--- src/rtl/uart_pkt_pkg.sv ---
// uart_pkt_pkg: shared state encoding and byte constants for the packet echo
package uart_pkt_pkg;
  typedef enum logic [1:0] {IDLE, HDR, PAYLOAD, TRAILER} state_t;
  localparam logic [7:0] HDR_B0 = 8'h52;
  localparam logic [7:0] HDR_B1 = 8'h45;
  localparam logic [7:0] HDR_B2 = 8'h54;
  localparam logic [7:0] HDR_B3 = 8'h3A;
  localparam logic [7:0] TRAILER_BYTE = 8'h0A;
  localparam logic [7:0] SUB_BYTE = 8'h3F;
  localparam logic [7:0] DIGIT_LO = 8'h30;
  localparam logic [7:0] DIGIT_HI = 8'h39;
  localparam logic [2:0] HDR_LEN = 3'd4;
  function automatic logic [7:0] hdrByte(input logic [1:0] idx);
    return idx == 2'd0 ? HDR_B0 : idx == 2'd1 ? HDR_B1 : idx == 2'd2 ? HDR_B2 : HDR_B3;
  endfunction
  function automatic logic isDigit(input logic [7:0] b);
    return b >= DIGIT_LO && b <= DIGIT_HI;
  endfunction
endpackage

--- src/rtl/tx_byte_slot.sv ---
// tx_byte_slot: one-entry valid/ready holding register feeding the UART TX
module tx_byte_slot (
  input  logic       sysClk,
  input  logic       sysRst,
  input  logic       load,
  input  logic [7:0] loadData,
  output logic [7:0] TxData,
  output logic       TxData_valid,
  input  logic       TxData_ready,
  output logic       canLoad
);
  assign canLoad = !TxData_valid || TxData_ready;
  // load takes priority so an accept and a reload in the same cycle leave no bubble
  always_ff @(posedge sysClk) begin
    if (sysRst) begin
      TxData <= 8'h00;
      TxData_valid <= 1'b0;
    end else if (load) begin
      TxData <= loadData;
      TxData_valid <= 1'b1;
    end else if (TxData_ready) begin
      TxData_valid <= 1'b0;
    end
  end
endmodule

--- src/rtl/uart_packet_echo.sv ---
// uart_packet_echo: pulls fixed-length packets from the RX FIFO and echoes them, raw or framed
module uart_packet_echo
  import uart_pkt_pkg::*;
#(
  parameter int PKT_LEN = 10,
  parameter int FILL_W = 11,
  parameter int TIMEOUT = 100000
) (
  input  logic              sysClk,
  input  logic              sysRst,
  input  logic [7:0]        RxData,
  input  logic              RxData_valid,
  output logic              RxData_ready,
  input  logic [FILL_W-1:0] RxFIFOFillLevel,
  output logic [7:0]        TxData,
  output logic              TxData_valid,
  input  logic              TxData_ready,
  input  logic              framed,
  output logic              busy,
  output logic [15:0]       pktCount,
  output logic [15:0]       errCount
);
  localparam int TW = $clog2(TIMEOUT + 1);
  state_t state;
  logic [7:0] popped;
  logic [2:0] hdrNext;
  logic [TW-1:0] idleCnt;
  logic modeFramed;
  logic canLoad, txAccept, pop, subst, timedOut, start, payloadDone, hdrLoad, trailerLoad, load;
  logic [7:0] loadData;
  assign txAccept = TxData_valid && TxData_ready;
  assign timedOut = idleCnt >= TW'(TIMEOUT);
  assign RxData_ready = state == PAYLOAD && popped < 8'(PKT_LEN) && canLoad && !timedOut;
  assign pop = RxData_valid && RxData_ready;
  assign subst = modeFramed && !isDigit(RxData);
  assign start = state == IDLE && RxFIFOFillLevel >= FILL_W'(PKT_LEN) && !TxData_valid;
  assign payloadDone = state == PAYLOAD && popped == 8'(PKT_LEN) && canLoad;
  assign hdrLoad = state == HDR && txAccept && hdrNext != HDR_LEN;
  assign trailerLoad = payloadDone && modeFramed;
  assign load = pop || hdrLoad || trailerLoad || (start && framed);
  assign busy = state != IDLE;
  // source of the next TX byte; the fallthrough is the first header byte on IDLE exit
  always_comb begin
    loadData = pop ? (subst ? SUB_BYTE : RxData) :
               trailerLoad ? TRAILER_BYTE :
               hdrLoad ? hdrByte(hdrNext[1:0]) : HDR_B0;
  end
  tx_byte_slot slot (
    .sysClk(sysClk),
    .sysRst(sysRst),
    .load(load),
    .loadData(loadData),
    .TxData(TxData),
    .TxData_valid(TxData_valid),
    .TxData_ready(TxData_ready),
    .canLoad(canLoad)
  );
  // packet sequencing, pop-timeout watchdog and statistics counters
  always_ff @(posedge sysClk) begin
    if (sysRst) begin
      state <= IDLE;
      popped <= 8'd0;
      hdrNext <= 3'd0;
      idleCnt <= '0;
      modeFramed <= 1'b0;
      pktCount <= 16'd0;
      errCount <= 16'd0;
    end else begin
      case (state)
        IDLE: if (start) begin
          modeFramed <= framed;
          state <= framed ? HDR : PAYLOAD;
          hdrNext <= 3'd1;
          popped <= 8'd0;
          idleCnt <= '0;
        end
        HDR: if (txAccept) begin
          if (hdrNext == HDR_LEN) begin
            state <= PAYLOAD;
            idleCnt <= '0;
          end else hdrNext <= hdrNext + 3'd1;
        end
        PAYLOAD: if (pop) begin
          popped <= popped + 8'd1;
          idleCnt <= '0;
          errCount <= errCount + 16'(subst && errCount != 16'hFFFF);
        end else begin
          if (!timedOut) idleCnt <= idleCnt + 1'b1;
          if (payloadDone) begin
            state <= modeFramed ? TRAILER : IDLE;
            pktCount <= pktCount + 16'(!modeFramed);
          end else if (timedOut && canLoad) begin
            state <= IDLE;
            errCount <= errCount + 16'(errCount != 16'hFFFF);
          end
        end
        TRAILER: if (txAccept) begin
          state <= IDLE;
          pktCount <= pktCount + 16'd1;
        end
        default: state <= IDLE;
      endcase
    end
  end
endmodule

--- config.mk ---
export PLATFORM = sky130hd
export DESIGN_NAME = uart_packet_echo
export DESIGN_NICKNAME = d
export VERILOG_FILES = /design/src/rtl/uart_pkt_pkg.sv /design/src/rtl/tx_byte_slot.sv /design/src/rtl/uart_packet_echo.sv
export SDC_FILE = /design/constraint.sdc
export NUM_CORES = 1
export LEC_CHECK = 0
export ABC_AREA = 1
export CORE_UTILIZATION = 50
export CTS_BUF_LIST = sky130_fd_sc_hd__clkbuf_8 sky130_fd_sc_hd__clkbuf_16
export CTS_CLUSTER_SIZE = 16
export DETAILED_ROUTE_END_ITERATION = 7
export GPL_TIMING_DRIVEN = 1
export PLACE_DENSITY = 0.75
export SLEW_MARGIN = 30
export SYNTH_ARGS = -nofsm -noshare
export SYNTH_HDL_FRONTEND = slang
export SYNTH_HIERARCHICAL = 1
export SYNTH_SLANG_ARGS = --single-unit
--- constraint.sdc ---
create_clock -name sysClk -period 6.07 [get_ports sysClk]
set_input_delay 0.9105 -clock sysClk [delete_from_list [all_inputs] [get_ports sysClk]]
set_output_delay 0.9105 -clock sysClk [all_outputs]
set_load 0.05 [all_outputs]
**After elaboration in Yosys (flattened, before gate mapping)**

Index checks and enable logic that the tools add are counted.
W data, S select, Z words.

- Output and inout port bits: 43
- Input bits: 24
- Word-level logic and storage cells: 121
- Register bits after elaboration: 72

- $add $sub $neg: 7
- Equality and inequality tests: 20
- Order comparisons: 5
- Muxes and demuxes: 39
- Reductions and logical operators: 41

Operators with widths:

| kind | number |
|---|---|
| $mux W16 | 6 |
| $mux W17 | 5 |
| $pmux W17 S3 | 1 |
| $add A16 B1 Y16 | 3 |
| $mux W7 | 5 |
| $mux W8 | 4 |
| $pmux W16 S2 | 1 |
| $mux W2 | 9 |
| $add A17 B1 Y17 const B | 1 |
| $ge A17 B17 Y1 const B | 1 |
| $logic_and A1 B1 Y1 | 17 |
| $add A16 B1 Y16 const B | 1 |
| $ne A16 B16 Y1 const B | 1 |
| $ne A2 B2 Y1 const B | 8 |
| $pmux W8 S2 | 1 |
| $reduce_bool A2 Y1 | 6 |
| $ge A11 B4 Y1 const B | 1 |
| $mux W3 | 3 |
| $add A8 B1 Y8 const B | 1 |
| $eq A8 B4 Y1 const B | 1 |
| $ge A8 B6 Y1 const B | 1 |
| $le A8 B6 Y1 const B | 1 |
| $lt A8 B4 Y1 const B | 1 |
| $pmux W2 S4 | 1 |
| 18 further kinds | 32 |

**Depth between registers and ports, before layout**

- Word-level depth: 9
- Gate-level depth with buffers: 18
- Gate-level depth less buffers: 17

**Cells and area by module**

The synthesis kept the hierarchy.

Modules (own cells, without submodules):

| module | times used | area an instance (µm²) | sequential area each (µm²) | cells each |
|---|---|---|---|---|
| uart_packet_echo | 1 | 3991.3 | 1261.2 | 631 |
| tx_byte_slot | 1 | 304.0 | 180.2 | 38 |

**Worst setup path before layout**

No wires, ideal clock.

- Kind: input -> register
- Start: in TxData_ready
- End: reg errCount[14]
- Stages: 16
- Buffers on the path: 1
- Arrival time: 2.859 ns
- Library setup time: 0.070 ns
- Setup slack: 3.141 ns
- Required time: 6.000 ns
- Cells stage by stage: inv_1 -> nand2_1 -> nand4_2 -> nor2_2 -> nand3_4 -> or2_0 -> buf_2 -> o41ai_1 -> inv_1 -> ha_1 -> ha_1 -> nor3b_1 -> nand3_1 -> xor2_1 -> nand2_1 -> a21oi_1

- Word-level cells in the longest chain between the ends: 6
- Elaborated cells between the ends (all ways): 10
- Those cells by class: eq/ne (1); mux (1); reduce/logical (8)

RTL lines:

| item | line | text |
|---|---|---|
| start: declaration | uart_packet_echo.sv:17 | `input logic TxData_ready,` |
| $logic_or A1 B1 Y1 (*) | tx_byte_slot.sv:12 | `assign canLoad = !TxData_valid \|\| TxData_ready;` |
| named net canLoad | uart_packet_echo.sv:29 | `logic canLoad, txAccept, pop, subst, timedOut, start, payloadDone, hdrLoad, trailerLoad, load;` |
| $logic_and A1 B1 Y1 (2 in a row) | uart_packet_echo.sv:33 | `assign RxData_ready = state == PAYLOAD && popped < 8'(PKT_LEN) && canLoad && !timedOut;` |
| $logic_and A1 B1 Y1 | uart_packet_echo.sv:34 | `assign pop = RxData_valid && RxData_ready;` |
| $ne A2 B2 Y1 (no line) or $reduce_bool A2 Y1 (tied branches) | -- |  |
| $reduce_and A3 Y1 (no line) | -- |  |
| end signal: assignment | uart_packet_echo.sv:86 | `errCount <= errCount + 16'(subst && errCount != 16'hFFFF);` |
| end signal: assignment | uart_packet_echo.sv:94 | `errCount <= errCount + 16'(errCount != 16'hFFFF);` |
| end: declaration | uart_packet_echo.sv:21 | `output logic [15:0] errCount` |

Mark *: on every way through the listed nets, which the timed path passes. The rest lies on a longest branch.
A chain may end at the register's enable or synchronous reset.

**Worst setup path in the final report**

- Start: in TxData_ready
- End: out RxData_ready

- Word-level cells in the longest chain between the ends: 3

RTL lines:

| item | line | text |
|---|---|---|
| $logic_or A1 B1 Y1 | tx_byte_slot.sv:12 |  |
| named net canLoad | uart_packet_echo.sv:29 |  |
| $logic_and A1 B1 Y1 (2 in a row) | uart_packet_echo.sv:33 |  |
| end: declaration | uart_packet_echo.sv:13 | `output logic RxData_ready,` |

The timed path passes the listed nets, and every way through them passes these cells.

==> impl_metrics.tcl <==
set metrics [dict create \
    outcome "completed" \
    reg2regPathDepth 16 \
    required_ps 5160 \
    start_util_pct 52.02 \
    dr.pass1.iters 5 \
    clk_latency_ps 350 \
    overflow 0 \
    synth_top_area_share_pct 33.56 \
    dieArea_mm2 0.008965 \
    cts-resized-gates 0 \
    ys_warn_count 6 \
    ant_nets 0 \
    ys_top_cells_by_area "dfxtp_1, nand2_1, nor2_1" \
    routabilityCongestion 0.9023 \
    routedWlPerCell_um 12.18 \
    reg2reg_setup_slack_ps 2860 \
    placedCellCount 818 \
    max-slew-margin-rel_pct 47.29 \
    final_common_cell "nand2_1" \
    path_clk_slew_ps 70 \
    worstPathArrival_ps 2970 \
    finalSetupTns_ps 0 \
    maxSlewViolCount 0 \
    std_cell_rows 33 \
    fin_cells 833 \
    grt_pass1_wl_mm 17.08 \
    area_growth_pct 20.71 \
    cts_made_buffers 9 \
    cts.sinks 72 \
    layout_common_cells "nand2_1, nor2_1, dfxtp_1" \
    yosysSeqAreaShare_pct 33.56 \
    synth_nets 707 \
    dp_hpwl_mm 6.995 \
    fmax_mhz 257.4 \
    whs_path_depth 2 \
    ctsHoldBuffers 0 \
    clockRootBuffer "clkbuf_8" \
    stdcell_area_mm2 0.005185 \
    drt-initial-drc-count 213 \
    cts_setup_buffers 0 \
    r2r_end "errCount[14]$_SDFFE_PP0P_" \
    setup_viol 0 \
    fin_crit_ps 3885 \
    cap_violations 0 \
    hold_path_end "popped[5]$_SDFFE_PP0P_" \
    antenna_cells 0 \
    syn_avg_cell_area_um2 6.421 \
    vias_per_cell 5.212 \
    routed_wirelength_mm 10.15 \
    peakVddDrop_v 0.0002714 \
    route.detailed.drc 0 \
    min_from "popped[5]$_SDFFE_PP0P_" \
    tritoncts "yes" \
    place_area_mm2 0.004976 \
    htree_levels 3 \
    grt_max_degree 53 \
    endpoint_kind "output pin" \
    power_density_mw_per_mm2 294.8 \
    core-area_mm2 0.008258 \
    drive_gt1_share_pct 3.434 \
    nFillCells 778 \
    fp.dieH_um 94.69 \
    grt_pass1_vias 3978 \
    finalHoldViolCount 0 \
    tightest_slew_ps 789.8 \
    vias 4342 \
    yosysTopAreaCell "dfxtp_1" \
    fin_crit_sh_pct 64.00 \
    fin_nets 762 \
    crit_start "TxData_ready" \
    crit_type "in2out" \
    start_kind "primary input" \
    syn_area_mm2 0.004295 \
    antenna_found_initial 0 \
    ys_ff_latch 72 \
    r2r-start "idleCnt[7]$_SDFFE_PP0P_" \
    rsz0062_at_grt "no" \
    yosys.cell_types.count 31 \
    cts_buffer_depth 2 \
    pin_count 67 \
    leakagePower_nw 2.037 \
    die-width_um 94.69 \
    io_buffers 65 \
    fin_worst_skew_ps 9.947 \
    synth_cells 669 \
    track_usage_pct 23.80 \
    min_path_type "reg2reg" \
    worstPathMaxFanout 7 \
]
==> power breakdown <==
group          switching [W]  internal (W)  total, W
Sequential         0.0000491      0.000522  0.000571
Clock               0.000180      0.000220  0.000400
Combinational       0.000402      0.000155  0.000557
==> layout make-up <==
type / instances / area, µm² / share of cell area, %
Clock inverter: 3 / 41.29 / 0.7963
Inverter: 69 / 259.0 / 4.995
Tap cell: 105 / 131.4 / 2.534
Clock buffer: 12 / 165.2 / 3.185
Timing Repair Buffer: 65 / 648.1 / 12.50
Multi-Input combinational cell: 507 / 2499 / 48.19
Sequential cell: 72 / 1441 / 27.80
==> per-stage QoR <==
step	total power, W	utilization (%)	setup WS, ps	hold WS, ps
after global routing	0.001616	62.79	1989	462.0
after floorplan	0.0009892	-	3141	418.8
after detailed placement	0.001132	60.26	1942	432.0
final	0.001528	62.79	2185	441.3
after CTS	0.001530	62.76	2196	441.4
after global placement	0.001119	60.23	2003	427.4
==> cell families (layout without fill, tap and decap cells) <==
group,Yosys count,count (layout),share of synthesized area (%)
AOI/OAI and AO/OA,97,97,11.74
xor gates and xnor gates,36,36,7.340
adders and majority gates,14,14,4.078
buffers and inverters,90,149,8.331
DFF,72,72,33.56
and+or+nand+nor,360,360,34.95
==> sequential cells by signal (all words and copies together), names as in the netlist <==
signal,cells
idleCnt,17
hdrNext,3
slot/TxData_valid,1
errCount,16
state,2
pktCount,16
popped,8
modeFramed,1
slot/TxData,8
==> Yosys cell counts <==
cell type and n:
nor2_1 109, clkbuf_1 11, ha_1 14, inv_1 66, and2_1 1, nor3b_1 2, dfxtp_1 72, or2_0 1
nand3b_1 1, xnor2_1 14, nand4_1 8, a21oi_2 1, xor2_1 22, nand3_1 45, buf_4 3, o21a_1 2
o41ai_1 1, buf_2 6, nor2_2 1, nand4_2 1, o21ai_1 1, nor2_4 1, nor3_1 9, a41oi_1 1
o21ai_0 34, o21bai_1 1, a21oi_1 56, inv_2 3, nand3_4 2, clkbuf_2 1, nand2_1 179
==> layer usage <==
metal / GRT usage [%] / wire [µm]
met5: 0 / 0
met3: 4.670 / 608
met4: 10.73 / 188
met1: 28.54 / 4593
met2: 40.89 / 4756
==> critical path, stage by stage <==
cell             delay [ps]
clkdlybuf4s50_1         480
inv_1                    40
nand2_1                 220
nand4_2                 150
nor2_2                  170
and2_1                  190
clkdlybuf4s50_1         810
==> worst max-delay path by stage <==
stage / endpoint / slack (ps)
floorplan: errCount[14]$_SDFFE_PP0P_ / 3140
CTS: RxData_ready / 2200
global placement: errCount[14]$_SDFFE_PP0P_ / 2000
global route: errCount[14]$_SDFFE_PP0P_ / 1990
finish: RxData_ready / 2190
detailed placement: errCount[14]$_SDFFE_PP0P_ / 1940
Power figures use the tool's default switching activity.
